--- src/rtl/fp_mul_pkg.sv ---
// Shared types and helpers for the iterative floating-point multiplier.
package fp_mul_pkg;

  localparam int FP_DATA_W = 32;
  localparam int FP_EXP_W  = 8;

  typedef enum logic [1:0] {
    SPEC_NONE,
    SPEC_NAN,
    SPEC_INF,
    SPEC_ZERO
  } spec_e;

  // Subnormals arrive here already merged into the zero flags, so INF x subnormal is invalid.
  function automatic spec_e resolve_special(input logic nan_a, input logic inf_a, input logic zero_a,
                                            input logic nan_b, input logic inf_b, input logic zero_b);
    if (nan_a || nan_b || (inf_a && zero_b) || (inf_b && zero_a)) return SPEC_NAN;
    if (inf_a || inf_b) return SPEC_INF;
    if (zero_a || zero_b) return SPEC_ZERO;
    return SPEC_NONE;
  endfunction

endpackage

--- src/rtl/fp_special.sv ---
// Classifies the magnitude of an IEEE-754 operand (sign bit not needed).
module fp_special #(
  parameter int DATA_W = 32,
  parameter int EXP_W  = 8
) (
  input  logic [DATA_W-2:0] mag,
  output logic              is_nan,
  output logic              is_inf,
  output logic              is_zero,
  output logic              is_sub
);
  localparam int FRAC_W = DATA_W - EXP_W - 1;

  logic exp_ones, exp_zero, frac_zero;

  assign exp_ones  = &mag[DATA_W-2 -: EXP_W];
  assign exp_zero  = ~|mag[DATA_W-2 -: EXP_W];
  assign frac_zero = ~|mag[FRAC_W-1:0];

  assign is_nan  = exp_ones & ~frac_zero;
  assign is_inf  = exp_ones & frac_zero;
  assign is_zero = exp_zero & frac_zero;
  assign is_sub  = exp_zero & ~frac_zero;
endmodule

--- src/rtl/mul_shiftadd.sv ---
// Sequential unsigned shift-add multiplier: retires one multiplier bit per cycle, LSB first.
module mul_shiftadd #(
  parameter int DATA_W = 32
) (
  input  logic                  clk,
  input  logic                  rst,
  input  logic                  start,
  input  logic [DATA_W-1:0]     multiplicand,
  input  logic [DATA_W-1:0]     multiplier,
  output logic [2*DATA_W-1:0]   product,
  output logic                  done
);
  localparam int CNT_W = $clog2(DATA_W + 1);

  logic [2*DATA_W-1:0] acc_q, acc_d;
  logic [DATA_W-1:0]   mcand_q, mcand_d;
  logic [CNT_W-1:0]    cnt_q, cnt_d;
  logic                done_q, done_d;
  logic [DATA_W:0]     sum;

  // Upper half accumulates partial sums; lower half holds the multiplier bits not yet retired.
  always_comb begin
    sum     = {1'b0, acc_q[2*DATA_W-1:DATA_W]} + (acc_q[0] ? {1'b0, mcand_q} : '0);
    acc_d   = acc_q;
    mcand_d = mcand_q;
    cnt_d   = cnt_q;
    done_d  = 1'b0;
    if (start) begin
      acc_d   = {{DATA_W{1'b0}}, multiplier};
      mcand_d = multiplicand;
      cnt_d   = CNT_W'(DATA_W);
    end else if (cnt_q != '0) begin
      acc_d  = {sum, acc_q[DATA_W-1:1]};
      cnt_d  = cnt_q - CNT_W'(1);
      done_d = (cnt_q == CNT_W'(1));
    end
  end

  always_ff @(posedge clk or posedge rst) begin
    if (rst) begin
      acc_q   <= '0;
      mcand_q <= '0;
      cnt_q   <= '0;
      done_q  <= 1'b0;
    end else begin
      acc_q   <= acc_d;
      mcand_q <= mcand_d;
      cnt_q   <= cnt_d;
      done_q  <= done_d;
    end
  end

  assign product = acc_q;
  assign done    = done_q;
endmodule

--- src/rtl/round.sv ---
// Round-to-nearest-even of a mantissa carrying guard, round and sticky bits in its low three bits.
module round #(
  parameter int MAN_W = 24
) (
  input  logic [MAN_W+2:0] man_grs,
  output logic [MAN_W-1:0] man_out,
  output logic             carry
);
  logic inc;

  // Round up above the halfway point, or exactly at it when the kept LSB is odd.
  assign inc = man_grs[2] & (man_grs[1] | man_grs[0] | man_grs[3]);
  assign {carry, man_out} = {1'b0, man_grs[MAN_W+2:3]} + (MAN_W+1)'(inc);
endmodule

--- src/rtl/fp_mul.sv ---
// Iterative IEEE-754 multiplier: capture, shift-add mantissa product, normalize/round, output register.
module fp_mul
  import fp_mul_pkg::*;
#(
  parameter int DATA_W = FP_DATA_W,
  parameter int EXP_W  = FP_EXP_W
) (
  input  logic              clk,
  input  logic              rst,
  input  logic              start,
  input  logic [DATA_W-1:0] op_a,
  input  logic [DATA_W-1:0] op_b,
  output logic              done,
  output logic [DATA_W-1:0] res,
  output logic              overflow,
  output logic              underflow,
  output logic              exception
);
  localparam int MAN_W = DATA_W - EXP_W;
  localparam int BIAS  = 2**(EXP_W-1) - 1;
  localparam int LAT   = MAN_W + 3;
  localparam int CNT_W = $clog2(LAT + 1);
  localparam int EW    = EXP_W + 2;
  localparam logic signed [EW-1:0] EXP_MAX = EW'(2**EXP_W - 1);
  localparam logic signed [EW-1:0] EXP_MIN = '0;
  localparam logic [DATA_W-1:0]    NAN     = {1'b0, {EXP_W{1'b1}}, 1'b1, {(MAN_W-2){1'b0}}};

  logic nan_a, inf_a, zero_a, sub_a, nan_b, inf_b, zero_b, sub_b;

  fp_special #(.DATA_W(DATA_W), .EXP_W(EXP_W)) u_spec_a (
    .mag(op_a[DATA_W-2:0]), .is_nan(nan_a), .is_inf(inf_a), .is_zero(zero_a), .is_sub(sub_a));
  fp_special #(.DATA_W(DATA_W), .EXP_W(EXP_W)) u_spec_b (
    .mag(op_b[DATA_W-2:0]), .is_nan(nan_b), .is_inf(inf_b), .is_zero(zero_b), .is_sub(sub_b));

  logic                 sign_q, sign_d;
  logic signed [EW-1:0] exp_q, exp_d;
  logic [MAN_W-1:0]     man_a_q, man_a_d, man_b_q, man_b_d;
  spec_e                spec_q, spec_d;
  logic [CNT_W-1:0]     cnt_q, cnt_d;

  // Counter idles at LAT; any start (even mid-operation) recaptures operands and restarts at 0.
  always_comb begin
    sign_d  = sign_q;
    exp_d   = exp_q;
    man_a_d = man_a_q;
    man_b_d = man_b_q;
    spec_d  = spec_q;
    cnt_d   = cnt_q;
    if (start) begin
      sign_d  = op_a[DATA_W-1] ^ op_b[DATA_W-1];
      exp_d   = EW'(op_a[DATA_W-2 -: EXP_W]) + EW'(op_b[DATA_W-2 -: EXP_W]) - EW'(BIAS);
      man_a_d = {1'b1, op_a[MAN_W-2:0]};
      man_b_d = {1'b1, op_b[MAN_W-2:0]};
      spec_d  = resolve_special(nan_a, inf_a, zero_a | sub_a, nan_b, inf_b, zero_b | sub_b);
      cnt_d   = '0;
    end else if (cnt_q != CNT_W'(LAT)) begin
      cnt_d = cnt_q + CNT_W'(1);
    end
  end

  logic                mul_start, mul_done;
  logic [2*MAN_W-1:0]  prod;

  assign mul_start = (cnt_q == '0);

  mul_shiftadd #(.DATA_W(MAN_W)) u_mul (
    .clk(clk), .rst(rst), .start(mul_start), .multiplicand(man_a_q), .multiplier(man_b_q),
    .product(prod), .done(mul_done));

  logic [2*MAN_W-1:0]   norm;
  logic [MAN_W+2:0]     grs;
  logic [MAN_W-1:0]     man_r;
  logic                 rnd_carry;
  logic signed [EW-1:0] exp_n, exp_r;
  logic                 unused_hidden;

  // Align the leading one to the top bit; every bit below the round position folds into sticky.
  assign norm  = prod[2*MAN_W-1] ? prod : (prod << 1);
  assign grs   = {norm[2*MAN_W-1 -: MAN_W+2], |norm[MAN_W-3:0]};
  assign exp_n = exp_q + EW'(prod[2*MAN_W-1]);
  assign exp_r = exp_n + EW'(rnd_carry);
  assign unused_hidden = man_r[MAN_W-1];

  round #(.MAN_W(MAN_W)) u_round (.man_grs(grs), .man_out(man_r), .carry(rnd_carry));

  logic [DATA_W-1:0] pre_res_q, pre_res_d;
  logic              pre_ovf_q, pre_ovf_d, pre_unf_q, pre_unf_d, pre_exc_q, pre_exc_d;

  always_comb begin
    pre_res_d = pre_res_q;
    pre_ovf_d = pre_ovf_q;
    pre_unf_d = pre_unf_q;
    pre_exc_d = pre_exc_q;
    if (mul_done) begin
      pre_ovf_d = 1'b0;
      pre_unf_d = 1'b0;
      pre_exc_d = 1'b0;
      case (spec_q)
        SPEC_NAN: begin
          pre_res_d = NAN;
          pre_exc_d = 1'b1;
        end
        SPEC_INF:  pre_res_d = {sign_q, {EXP_W{1'b1}}, {(MAN_W-1){1'b0}}};
        SPEC_ZERO: pre_res_d = {sign_q, {(DATA_W-1){1'b0}}};
        default: begin
          if (exp_r >= EXP_MAX) begin
            pre_res_d = {sign_q, {EXP_W{1'b1}}, {(MAN_W-1){1'b0}}};
            pre_ovf_d = 1'b1;
          end else if (exp_r <= EXP_MIN) begin
            pre_res_d = {sign_q, {(DATA_W-1){1'b0}}};
            pre_unf_d = 1'b1;
          end else begin
            pre_res_d = {sign_q, exp_r[EXP_W-1:0], man_r[MAN_W-2:0]};
          end
        end
      endcase
    end
  end

  logic              done_q, done_d, ovf_q, ovf_d, unf_q, unf_d, exc_q, exc_d;
  logic [DATA_W-1:0] res_q, res_d;

  // The final edge completes even if a new start lands on it, allowing issue every LAT cycles.
  always_comb begin
    done_d = (cnt_q == CNT_W'(LAT-1));
    res_d  = done_d ? pre_res_q : res_q;
    ovf_d  = done_d ? pre_ovf_q : ovf_q;
    unf_d  = done_d ? pre_unf_q : unf_q;
    exc_d  = done_d ? pre_exc_q : exc_q;
  end

  always_ff @(posedge clk or posedge rst) begin
    if (rst) begin
      sign_q    <= 1'b0;
      exp_q     <= '0;
      man_a_q   <= '0;
      man_b_q   <= '0;
      spec_q    <= SPEC_NONE;
      cnt_q     <= CNT_W'(LAT);
      pre_res_q <= '0;
      pre_ovf_q <= 1'b0;
      pre_unf_q <= 1'b0;
      pre_exc_q <= 1'b0;
      done_q    <= 1'b0;
      res_q     <= '0;
      ovf_q     <= 1'b0;
      unf_q     <= 1'b0;
      exc_q     <= 1'b0;
    end else begin
      sign_q    <= sign_d;
      exp_q     <= exp_d;
      man_a_q   <= man_a_d;
      man_b_q   <= man_b_d;
      spec_q    <= spec_d;
      cnt_q     <= cnt_d;
      pre_res_q <= pre_res_d;
      pre_ovf_q <= pre_ovf_d;
      pre_unf_q <= pre_unf_d;
      pre_exc_q <= pre_exc_d;
      done_q    <= done_d;
      res_q     <= res_d;
      ovf_q     <= ovf_d;
      unf_q     <= unf_d;
      exc_q     <= exc_d;
    end
  end

  assign done      = done_q;
  assign res       = res_q;
  assign overflow  = ovf_q;
  assign underflow = unf_q;
  assign exception = exc_q;
endmodule
--- config.mk ---
export PLATFORM = sky130hd
export DESIGN_NAME = fp_mul
export DESIGN_NICKNAME = d
export VERILOG_FILES = /design/src/rtl/fp_mul_pkg.sv /design/src/rtl/fp_special.sv /design/src/rtl/mul_shiftadd.sv /design/src/rtl/round.sv /design/src/rtl/fp_mul.sv
export SDC_FILE = /design/constraint.sdc
export NUM_CORES = 1
export LEC_CHECK = 0
export ABC_CLOCK_PERIOD_IN_PS = 10700
export BUFFER_PORTS_ARGS = -buffer_cell sky130_fd_sc_hd__buf_2
export CORE_ASPECT_RATIO = 1.4
export CORE_MARGIN = 2
export CORE_UTILIZATION = 60
export DETAILED_ROUTE_END_ITERATION = 7
export PLACE_DENSITY = 0.8
export SYNTH_ARGS = -nofsm -noshare
export SYNTH_HDL_FRONTEND = slang
export SYNTH_SLANG_ARGS = --single-unit
--- constraint.sdc ---
create_clock -name clk -period 10.7 [get_ports clk]
set_clock_uncertainty 0.1 [all_clocks]
set_input_delay 2.14 -clock clk [delete_from_list [all_inputs] [get_ports clk]]
set_output_delay 2.14 -clock clk [all_outputs]
set_load 0.01 [all_outputs]
==> flow_metrics.py, run 1 <==
metrics = {
    "status": {
        "status": "finished clean",
    },
    "detailed_routing": {
        "route.detailed.drc": 0,
        "wl_mm": 24.0,
        "vias": 8860,
        "antenna_left": 0,
        "firstDrtPassIters": 5,
        "dr.first_iter.drc_count": 463,
        "routedWlPerCell_microns": 15.8,
        "viasPerCell": 5.83,
    },
    "placed_design": {
        "placed_cells": 1484,
        "routabilityCongestion": 0.936,
        "place_ws_ns": 5.57,
        "port_buffers": 102,
        "hpwl_mm": 17.0,
    },
    "clock_network": {
        "clk_path_buf_depth": 3,
        "clock_latency_ns": 0.50,
        "cts_made_buffers": 20,
        "holdBufCountCts": 0,
        "cts_root_buffer": "clkbuf_16",
        "h-tree-depth": 1,
        "clkSinkCount": 214,
        "tritoncts": "built",
        "clkTransAtPathRegs_ns": 0.06,
        "cts_resized": 0,
        "post-cts-setup-buffer-count": 0,
    },
    "job": {
        "cap_violations": 0,
    },
    "layout": {
        "layout_commonest_cell": "nand2_1",
        "area_growth_syn_to_layout_pct": 10.8,
        "final_cells": 1520,
        "n_antenna_cell": 0,
        "final_nets": 1380,
        "final_cell_mix": "nand2_1, dfrtp_1, buf_2",
        "drive_above_1_share": 0.197,
        "final.fill_count": 1544,
    },
    "sta": {
        "rsz0062_at_grt": "no",
        "hold_slack_ns": 0.363,
        "relSlewSlack": 0.337,
        "fmax_mhz": 194,
        "fin_crit_ns": 5.16,
        "fin_ws_ns": 5.54,
        "finalHoldViolCount": 0,
        "worstMarginPinSlew_ns": 0.994,
        "finalCritPeriodShare": 0.482,
        "slew_viol_final": 0,
        "setup_tns_ns": 0,
        "finalSetupViolations": 0,
    },
    "pwr": {
        "leakage_nw": 6.00,
        "powerDensity_mw_per_mm2": 194,
        "ir_drop_mv": 0.148,
        "power.total_mw": 2.48,
    },
    "synth": {
        "yosysWarnings": 0,
        "synth-edff-count": 0,
        "synth_ff_type": "dfrtp_1",
        "async_flop_share": 1.00,
        "synth_cell_types": 82,
        "synth.cell_area_sq_mm": 0.0116,
        "ys_seq_area_frac": 0.463,
        "synth_cells": 1187,
        "syn_avg_cell_area_sq_um": 9.75,
        "syn_nets": 1309,
        "synth-seq-cells": 214,
    },
    "floorplanning": {
        "ioPinCount": 103,
        "die_y_microns": 168,
        "die_area_sq_mm": 0.0204,
        "rows": 60,
        "start_util": 0.607,
        "dieWidth_microns": 121,
        "core_area_sq_mm": 0.0191,
    },
    "setup_path": {
        "critPathKind": "reg -> reg",
        "path_cells": "nand2_1 -> a21boi_0 -> ha_1 -> nand3_1 -> or2_1 -> nor4_4 -> nand2_1 -> nor2_1 -> fa_1 -> ha_1 -> and2_1 -> nand4_1 -> xor2_1 -> and4b_1 -> a21boi_4 -> nand4_4 -> o41ai_1",
        "critPathCaptureType": "flop",
        "max_stage_delay_ns": 1.02,
        "crit_path_start_kind": "flop",
        "critPathRequiredTime_ns": 10.99,
        "cp_slowest_cell": "dfrtp_2",
        "worstPathArrival_ns": 5.46,
        "path_max_fanout": 58,
    },
    "grt": {
        "grt_overflow_total": 0,
        "grt_pass1_wl_mm": 40.2,
        "grtUsageTotal": 0.237,
        "grt_max_degree": 145,
        "grt_pass1_vias": 8501,
        "antenna_found_initial": 0,
    },
    "hold_path": {
        "worst_hold_path_type": "reg -> reg",
    },
}
[metrics by stage]
| step | util | cell area, sq um |
|---|---|---|
| 6_report | 0.672 | 12800 |
| 5_1_grt | 0.672 | 12800 |
| 4_1_cts | 0.672 | 12800 |
| 3_5_place_dp | 0.639 | 12200 |
| 3_3_place_gp | 0.639 | 12200 |
| 2_1_floorplan | - | 11600 |
[path summary, 6_finish.rpt]
check                                              startpoint                             to  slack [ns]  cells after the start
max in group asynchronous                                 rst   u_mul.mcand_q[2]$_DFFE_PP0P_        7.32                      3
worst max-delay path            u_mul.product[47]$_DFFE_PP0P_       pre_res_q[6]$_DFFE_PP0P_        5.54                     17
min in group asynchronous                                 rst            res[29]$_DFFE_PP0P_        1.76                      2
worst min register to register        man_a_q[11]$_DFFE_PP0P_  u_mul.mcand_q[11]$_DFFE_PP0P_        0.36                      2
worst min-delay path                  man_a_q[11]$_DFFE_PP0P_  u_mul.mcand_q[11]$_DFFE_PP0P_        0.36                      2
worst max register to register  u_mul.product[47]$_DFFE_PP0P_       pre_res_q[6]$_DFFE_PP0P_        5.54                     17
[final cells by class]
cell class	instances	area [sq um]	area share
clock buffer	27	557	0.0434
sequential	214	5360	0.418
inverter	46	180	0.0141
clock inverter	9	87.6	0.00683
tap	248	310	0.0242
timing repair buffer	109	563	0.0439
multi-input combinational	867	5760	0.449
[report_power, final]
group	internal (mW)	total (mW)	switching (mW)
clock	0.393	0.694	0.300
combinational	0.304	0.680	0.376
sequential	0.943	1.11	0.168
[logic make-up after synthesis]
| family | share of synthesized area |
|---|---|
| flops | 0.463 |
| simple gates | 0.180 |
| compound gates | 0.136 |
| xor+xnor | 0.0318 |
| buf+inv | 0.0403 |
| fa+ha+maj | 0.0614 |
| mux | 0.0880 |
[worst max-delay path: cells and delay by family, from the launching register on]
| family | cells | cell delay [ns] |
|---|---|---|
| xor+xnor | 1 | 0.20 |
| flops | 1 | 1.02 |
| fa+ha+maj | 3 | 0.76 |
| compound gates | 3 | 0.93 |
| simple gates | 10 | 2.02 |
[cells in the mapped netlist (all sizes together), types with 4 or more instances]
cell,instances,area (sq um)
nor2,83,312
a21boi,4,41.3
o21a,5,37.5
nand2b,4,27.5
dfstp,4,105
nor4,18,128
o31ai,5,37.5
mux2i,8,80.1
buf,17,130
dfrtp,210,5260
mux2,83,938
and2,26,165
ha,52,651
a31oi,33,206
a21oi,61,309
nand3,22,110
xor2,19,166
a21o,7,60.1
o21bai,4,30.0
nand2,214,806
o2bb2ai,15,131
and3,11,68.8
nor3,15,75.1
o22a,9,78.8
nor2b,11,71.3
o32ai,8,77.6
or4,5,37.5
o21ai,43,219
a211oi,13,97.6
nand4,17,136
clkbuf,43,164
inv,45,169
xnor2,23,201
[per-layer routing]
layer / share of wire / track usage / wire [microns] / vias up
met5: 0 / 0 / 0 / -
met4: 0.021 / 0.0690 / 495 / 0
met3: 0.043 / 0.0268 / 1030 / 41
met2: 0.50 / 0.414 / 12000 / 226
met1: 0.44 / 0.313 / 10400 / 4261
li1: - / - / - / 4332
[sequential cells by signal, indices dropped and copies added, names as in the netlist, 10 cells and up]
name,flops
man_b_q,23
exp_q,10
u_mul.mcand_q,24
u_mul.product,48
res,32
man_a_q,24
pre_res_q,32
(Power assumes the default switching activity.)
==> run 2: changes to the inputs <==
ABC_CLOCK_PERIOD_IN_PS = 4800   (was 10700)
clock period = 4.8 ns   (was 10.7 ns; I/O delays follow)
==> flow_metrics.py, run 2 (synthesis results as in run 1) <==
metrics = {
    "status": {
        "status": "finished clean",
    },
    "clock_network": {
        "tritoncts": "built",
        "cts_made_buffers": 20,
        "cts_root_buffer": "clkbuf_16",
        "clk_path_buf_depth": 3,
        "clkSinkCount": 214,
        "h-tree-depth": 1,
        "cts_resized": 0,
        "clkTransAtPathRegs_ns": 0.07,
        "clock_latency_ns": 0.50,
    },
    "pwr": {
        "power.total_mw": 5.58,
        "comb_power_share": 0.286,
        "leakage_nw": 6.04,
        "ir_drop_mv": 0.311,
        "pwr-share-seq": 0.437,
        "p_sw_mw": 1.90,
        "powerDensity_mw_per_mm2": 431,
        "p_int_mw": 3.68,
        "sw_frac_of_total": 0.340,
        "clkPwrFrac": 0.277,
    },
    "sta": {
        "fmax_mhz": 226,
        "finalCritPeriodShare": 0.923,
        "rsz0062_at_grt": "no",
        "fin_crit_ns": 4.43,
        "relSlewSlack": 0.274,
        "finalHoldViolCount": 0,
        "finalSetupViolations": 0,
        "worstMarginPinSlew_ns": 1.08,
        "slew_viol_final": 0,
        "setup_tns_ns": 0,
    },
    "layout": {
        "final_cell_mix": "nand2_1, dfrtp_1, buf_2",
        "fin_area_sq_mm": 0.0129,
        "final_nets": 1388,
        "area_growth_syn_to_layout_pct": 11.7,
        "drive_above_1_share": 0.201,
        "largest_reg_flops": 48,
        "n_antenna_cell": 0,
        "layout_commonest_cell": "nand2_1",
    },
    "setup_path": {
        "critPathBufInv": 0,
        "worstPathArrival_ns": 4.72,
        "worst_path_most_repeated_cell": "ha_1",
        "cp_slowest_cell": "dfrtp_2",
        "path_max_fanout": 12,
        "crit_family": "simple AND/OR/NAND/NOR gates",
        "critPathKind": "reg -> reg",
        "critPathCaptureType": "flop",
        "critPathRequiredTime_ns": 5.09,
        "crit_path_start_kind": "flop",
        "path_cells": "nand2b_1 -> a21boi_0 -> ha_1 -> nand3_1 -> or2_1 -> nor4_4 -> nand2_1 -> nor2_1 -> fa_1 -> ha_1 -> and2_1 -> nand4_1 -> xor2_1 -> and4b_1 -> a21boi_4 -> nand4_4 -> o41ai_1",
        "max_stage_delay_ns": 0.45,
    },
    "detailed_routing": {
        "wl_mm": 25.3,
        "vias": 9011,
        "route.detailed.drc": 0,
        "dr.first_iter.drc_count": 529,
        "firstDrtPassIters": 5,
        "antenna_left": 0,
        "routedWlPerCell_microns": 16.6,
        "viasPerCell": 5.90,
    },
    "floorplanning": {
        "dieWidth_microns": 121,
        "die_area_sq_mm": 0.0204,
        "start_util": 0.607,
        "die_y_microns": 168,
        "core_area_sq_mm": 0.0191,
        "rows": 60,
        "ioPinCount": 103,
    },
    "hold_path": {
        "worst_hold_path_type": "reg -> reg",
    },
    "job": {
        "cap_violations": 0,
    },
    "grt": {
        "grt_overflow_total": 0,
        "grt_pass1_wl_mm": 42.4,
        "grt_max_degree": 73,
        "antenna_found_initial": 0,
        "grt_pass1_vias": 8988,
        "grtUsageTotal": 0.252,
    },
    "placed_design": {
        "hpwl_mm": 18.1,
        "routabilityCongestion": 0.924,
        "port_buffers": 102,
        "placed_area_sq_mm": 0.0123,
    },
}
## run 2: cell count changes in the layout (fill, tap and decap cells not counted)
cell	change
buf_12	+4
buf_4	+3
clkinv_2	-3
clkbuf_1	+2
clkbuf_8	+2
clkinvlp_4	+2
bufinv_16	-1
clkbuf_16	+1
clkinv_8	-1
inv_6	-1
inv_8	-1
nand4_2	+1
## run 2: repair_timing
action | in CTS | in global routing
hold buffers | 0 | 0
buffers inserted | 0 | 0
endpoints found under the setup margin | 0 | 3
## run 2: final cells by class
| type | instances | area, sq um |
|---|---|---|
| fillers | 1573 | 6140 |
| well taps | 248 | 310 |
| clock inverters | 4 | 25.0 |
| repair buffers | 116 | 666 |
| inverters | 46 | 176 |
| flip-flops and latches | 214 | 5360 |
| multi-input cells | 868 | 5780 |
| clock buffers | 32 | 617 |
## run 2: power groups by stage
stage                     clock network (mW)  logic (mW)  registers, mW
after CTS                               1.58        1.58           2.43
after detailed placement                   0        1.57           2.46
after global placement                     0        1.52           2.44
final                                   1.54        1.60           2.44
after global routing                    1.64        1.78           2.48
after floorplan                            0        1.28           2.33
## run 2: worst min-delay path: cells and delay by family, from the launching register on
| kind | cells | cell delay, ns |
|---|---|---|
| flip-flops | 1 | 0.34 |
| AND/OR/NAND/NOR | 2 | 0.10 |
## run 2: final timing paths
path                                                from                      endpoint  slack, ns  depth (start not counted)
max in group asynchronous                            rst          cnt_q[1]$_DFFE_PP1P_       3.16                          3
setup / recovery           u_mul.product[47]$_DFFE_PP0P_      pre_res_q[6]$_DFFE_PP0P_       0.37                         17
setup reg to reg           u_mul.product[47]$_DFFE_PP0P_      pre_res_q[6]$_DFFE_PP0P_       0.37                         17
hold reg to reg                   man_a_q[9]$_DFFE_PP0P_  u_mul.mcand_q[9]$_DFFE_PP0P_       0.36                          2
min in group asynchronous                            rst         pre_exc_q$_DFFE_PP0P_       0.58                          2
hold / removal                    man_a_q[9]$_DFFE_PP0P_  u_mul.mcand_q[9]$_DFFE_PP0P_       0.36                          2
## run 2: through the flow
stage	hold WS (ns)	worst slack, ns	std cells	util
finish	0.364	0.371	1528	0.678
global route	0.389	0.0169	1528	0.678
CTS	0.369	0.327	1527	0.677
detailed placement	0.351	0.346	1491	0.644
global placement	0.348	0.469	1491	0.644
floorplan	0.335	0.522	1187	-
## run 2: per-layer routing
metal	wire, microns	part of all wire	GRT usage	vias to the layer above
li1	-	-	-	4352
met2	12900	0.51	0.434	267
met5	0	0	0	-
met3	1230	0.049	0.0312	54
met1	10400	0.41	0.324	4338
met4	769	0.030	0.100	0
==> run 3: changes to the inputs <==
--- a/config.mk
+++ b/config.mk
@@ -11,4 +11,5 @@
 export CORE_MARGIN = 2
 export CORE_UTILIZATION = 60
+export CTS_CLUSTER_SIZE = 25
 export DETAILED_ROUTE_END_ITERATION = 7
 export PLACE_DENSITY = 0.8
==> constraint.sdc (replaced) <==
create_clock -name clk -period 4.8 [get_ports clk]
set_clock_uncertainty 0.1 [all_clocks]
set_input_delay 0.24 -clock clk [delete_from_list [all_inputs] [get_ports clk]]
set_output_delay 0.24 -clock clk [all_outputs]
set_load 0.01 [all_outputs]
==> flow_metrics.py, run 3 (synthesis results as in run 1) <==
metrics = {
    "status": {
        "status": "finished clean",
    },
    "grt": {
        "antenna_found_initial": 0,
        "grt_overflow_total": 0,
        "grtUsageTotal": 0.266,
        "grt_pass1_wl_mm": 44.6,
        "grt_pass1_vias": 9216,
        "grt_max_degree": 161,
    },
    "hold_path": {
        "hold_depth": 4,
        "worst_hold_path_type": "in -> reg",
    },
    "clock_network": {
        "cts_made_buffers": 21,
        "h-tree-depth": 1,
        "clock_latency_ns": 0.51,
        "cts_root_buffer": "clkbuf_16",
        "post-cts-setup-buffer-count": 0,
        "clkTransAtPathRegs_ns": 0.07,
        "tritoncts": "built",
        "clkSinkCount": 214,
        "clk_path_buf_depth": 3,
    },
    "sta": {
        "finalCritPeriodShare": 0.930,
        "fin_ws_ns": 0.334,
        "slew_viol_final": 0,
        "rsz0062_at_grt": "no",
        "setup_tns_ns": 0,
        "fmax_mhz": 224,
        "finalSetupViolations": 0,
        "relSlewSlack": 0.302,
        "worstMarginPinSlew_ns": 1.05,
        "finalHoldViolCount": 0,
        "fin_crit_ns": 4.47,
    },
    "setup_path": {
        "critPathCaptureType": "flop",
        "critPathRequiredTime_ns": 5.10,
        "critPathKind": "reg -> reg",
        "worstPathArrival_ns": 4.77,
        "crit_path_start_kind": "flop",
        "path_max_fanout": 12,
        "r2r_cells": 17,
    },
    "detailed_routing": {
        "wl_mm": 26.7,
        "firstDrtPassIters": 5,
        "viasPerCell": 5.86,
        "routed.top_layer": "met4",
        "antenna_left": 0,
        "dr.first_iter.drc_count": 522,
        "routedWlPerCell_microns": 16.9,
        "route.detailed.drc": 0,
        "wl_met1_mm": 11.3,
        "met2_length_mm": 13.7,
        "wl_met3_microns": 981,
        "vias": 9259,
    },
    "placed_design": {
        "place_ws_ns": 0.308,
        "routabilityCongestion": 0.911,
        "port_buffers": 102,
        "placed_cells": 1492,
        "hpwl_mm": 17.8,
    },
    "floorplanning": {
        "core_area_sq_mm": 0.0191,
        "die_y_microns": 168,
        "dieWidth_microns": 121,
        "rows": 60,
        "ioPinCount": 103,
        "start_util": 0.607,
        "die_area_sq_mm": 0.0204,
    },
    "pwr": {
        "leakage_nw": 6.31,
        "ir_drop_mv": 0.359,
        "powerDensity_mw_per_mm2": 434,
        "power.total_mw": 5.87,
    },
    "layout": {
        "final_cell_mix": "nand2_1, dfrtp_1, buf_2",
        "final_cells": 1580,
        "final_nets": 1439,
        "n_antenna_cell": 0,
        "area_growth_syn_to_layout_pct": 16.8,
        "largest_reg_flops": 48,
        "utilization": 0.709,
        "drive_above_1_share": 0.198,
        "layout_commonest_cell": "nand2_1",
    },
    "job": {
        "cap_violations": 0,
    },
}
## run 3: cell types whose count changed in the layout (fill, tap and decap cells not counted), moves of 3 or more
cell	previous run	this run
bufinv_16	0	3
clkbuf_1	6	3
buf_4	10	13
dlygate4sd3_1	0	49
## run 3: layout make-up
| class | instances | area, sq um |
|---|---|---|
| clock buffers | 31 | 633 |
| fillers | 1443 | 5540 |
| flip-flops and latches | 214 | 5360 |
| clock inverters | 7 | 125 |
| repair buffers | 166 | 1140 |
| well taps | 248 | 310 |
| multi-input cells | 868 | 5780 |
| inverters | 46 | 176 |
## run 3: critical path: stages (launching register included)
cell and delay, ns:
dfrtp_2 0.45, nand2b_1 0.20, a21boi_0 0.21, ha_1 0.24, nand3_1 0.12, or2_1 0.29
nor4_4 0.22, nand2_1 0.12, nor2_1 0.14, fa_1 0.27, ha_1 0.26, and2_1 0.19
nand4_1 0.12, xor2_1 0.19, and4b_1 0.23, a21boi_4 0.30, nand4_4 0.26, o41ai_2 0.45
## run 3: final timing paths
path / slack [ns] / end / start
worst max-delay path: 0.33 / pre_res_q[6]$_DFFE_PP0P_ / u_mul.product[47]$_DFFE_PP0P_
worst min-delay path: 0.03 / exp_q[0]$_DFFE_PP0P_ / op_b[23]
worst max register to register: 0.33 / pre_res_q[6]$_DFFE_PP0P_ / u_mul.product[47]$_DFFE_PP0P_
worst min register to register: 0.36 / u_mul.mcand_q[2]$_DFFE_PP0P_ / man_a_q[2]$_DFFE_PP0P_
max in group asynchronous: 3.51 / u_mul.product[47]$_DFFE_PP0P_ / rst
min in group asynchronous: 0.43 / res[23]$_DFFE_PP0P_ / rst
## run 3: metrics by stage
stage,hold slack (ns),area [sq um]
final,0.0292,13500
after global routing,0.0393,13500
after detailed placement,0.353,12300
after global placement,0.346,12300
after CTS,0.0226,13500
after floorplan,0.292,11600
## run 3: metal layers
| layer | vias to the layer above | global-route usage |
|---|---|---|
| li1 | 4460 | - |
| met1 | 4504 | 0.346 |
| met2 | 241 | 0.465 |
| met3 | 54 | 0.0281 |
| met4 | 0 | 0.0885 |
| met5 | - | 0 |
## run 3: report_power, final
group          internal, mW  total [mW]  switching (mW)
registers              2.10        2.44           0.337
clock network          1.08        1.78           0.700
logic                 0.729        1.65           0.917
total                  3.91        5.87            1.95
## run 3: what timing repair did
item,4_1_cts,5_1_grt
hold buffers,49,0
endpoints found under the setup margin,0,2
endpoints found under the hold margin,257,0
gates resized for setup,0,1
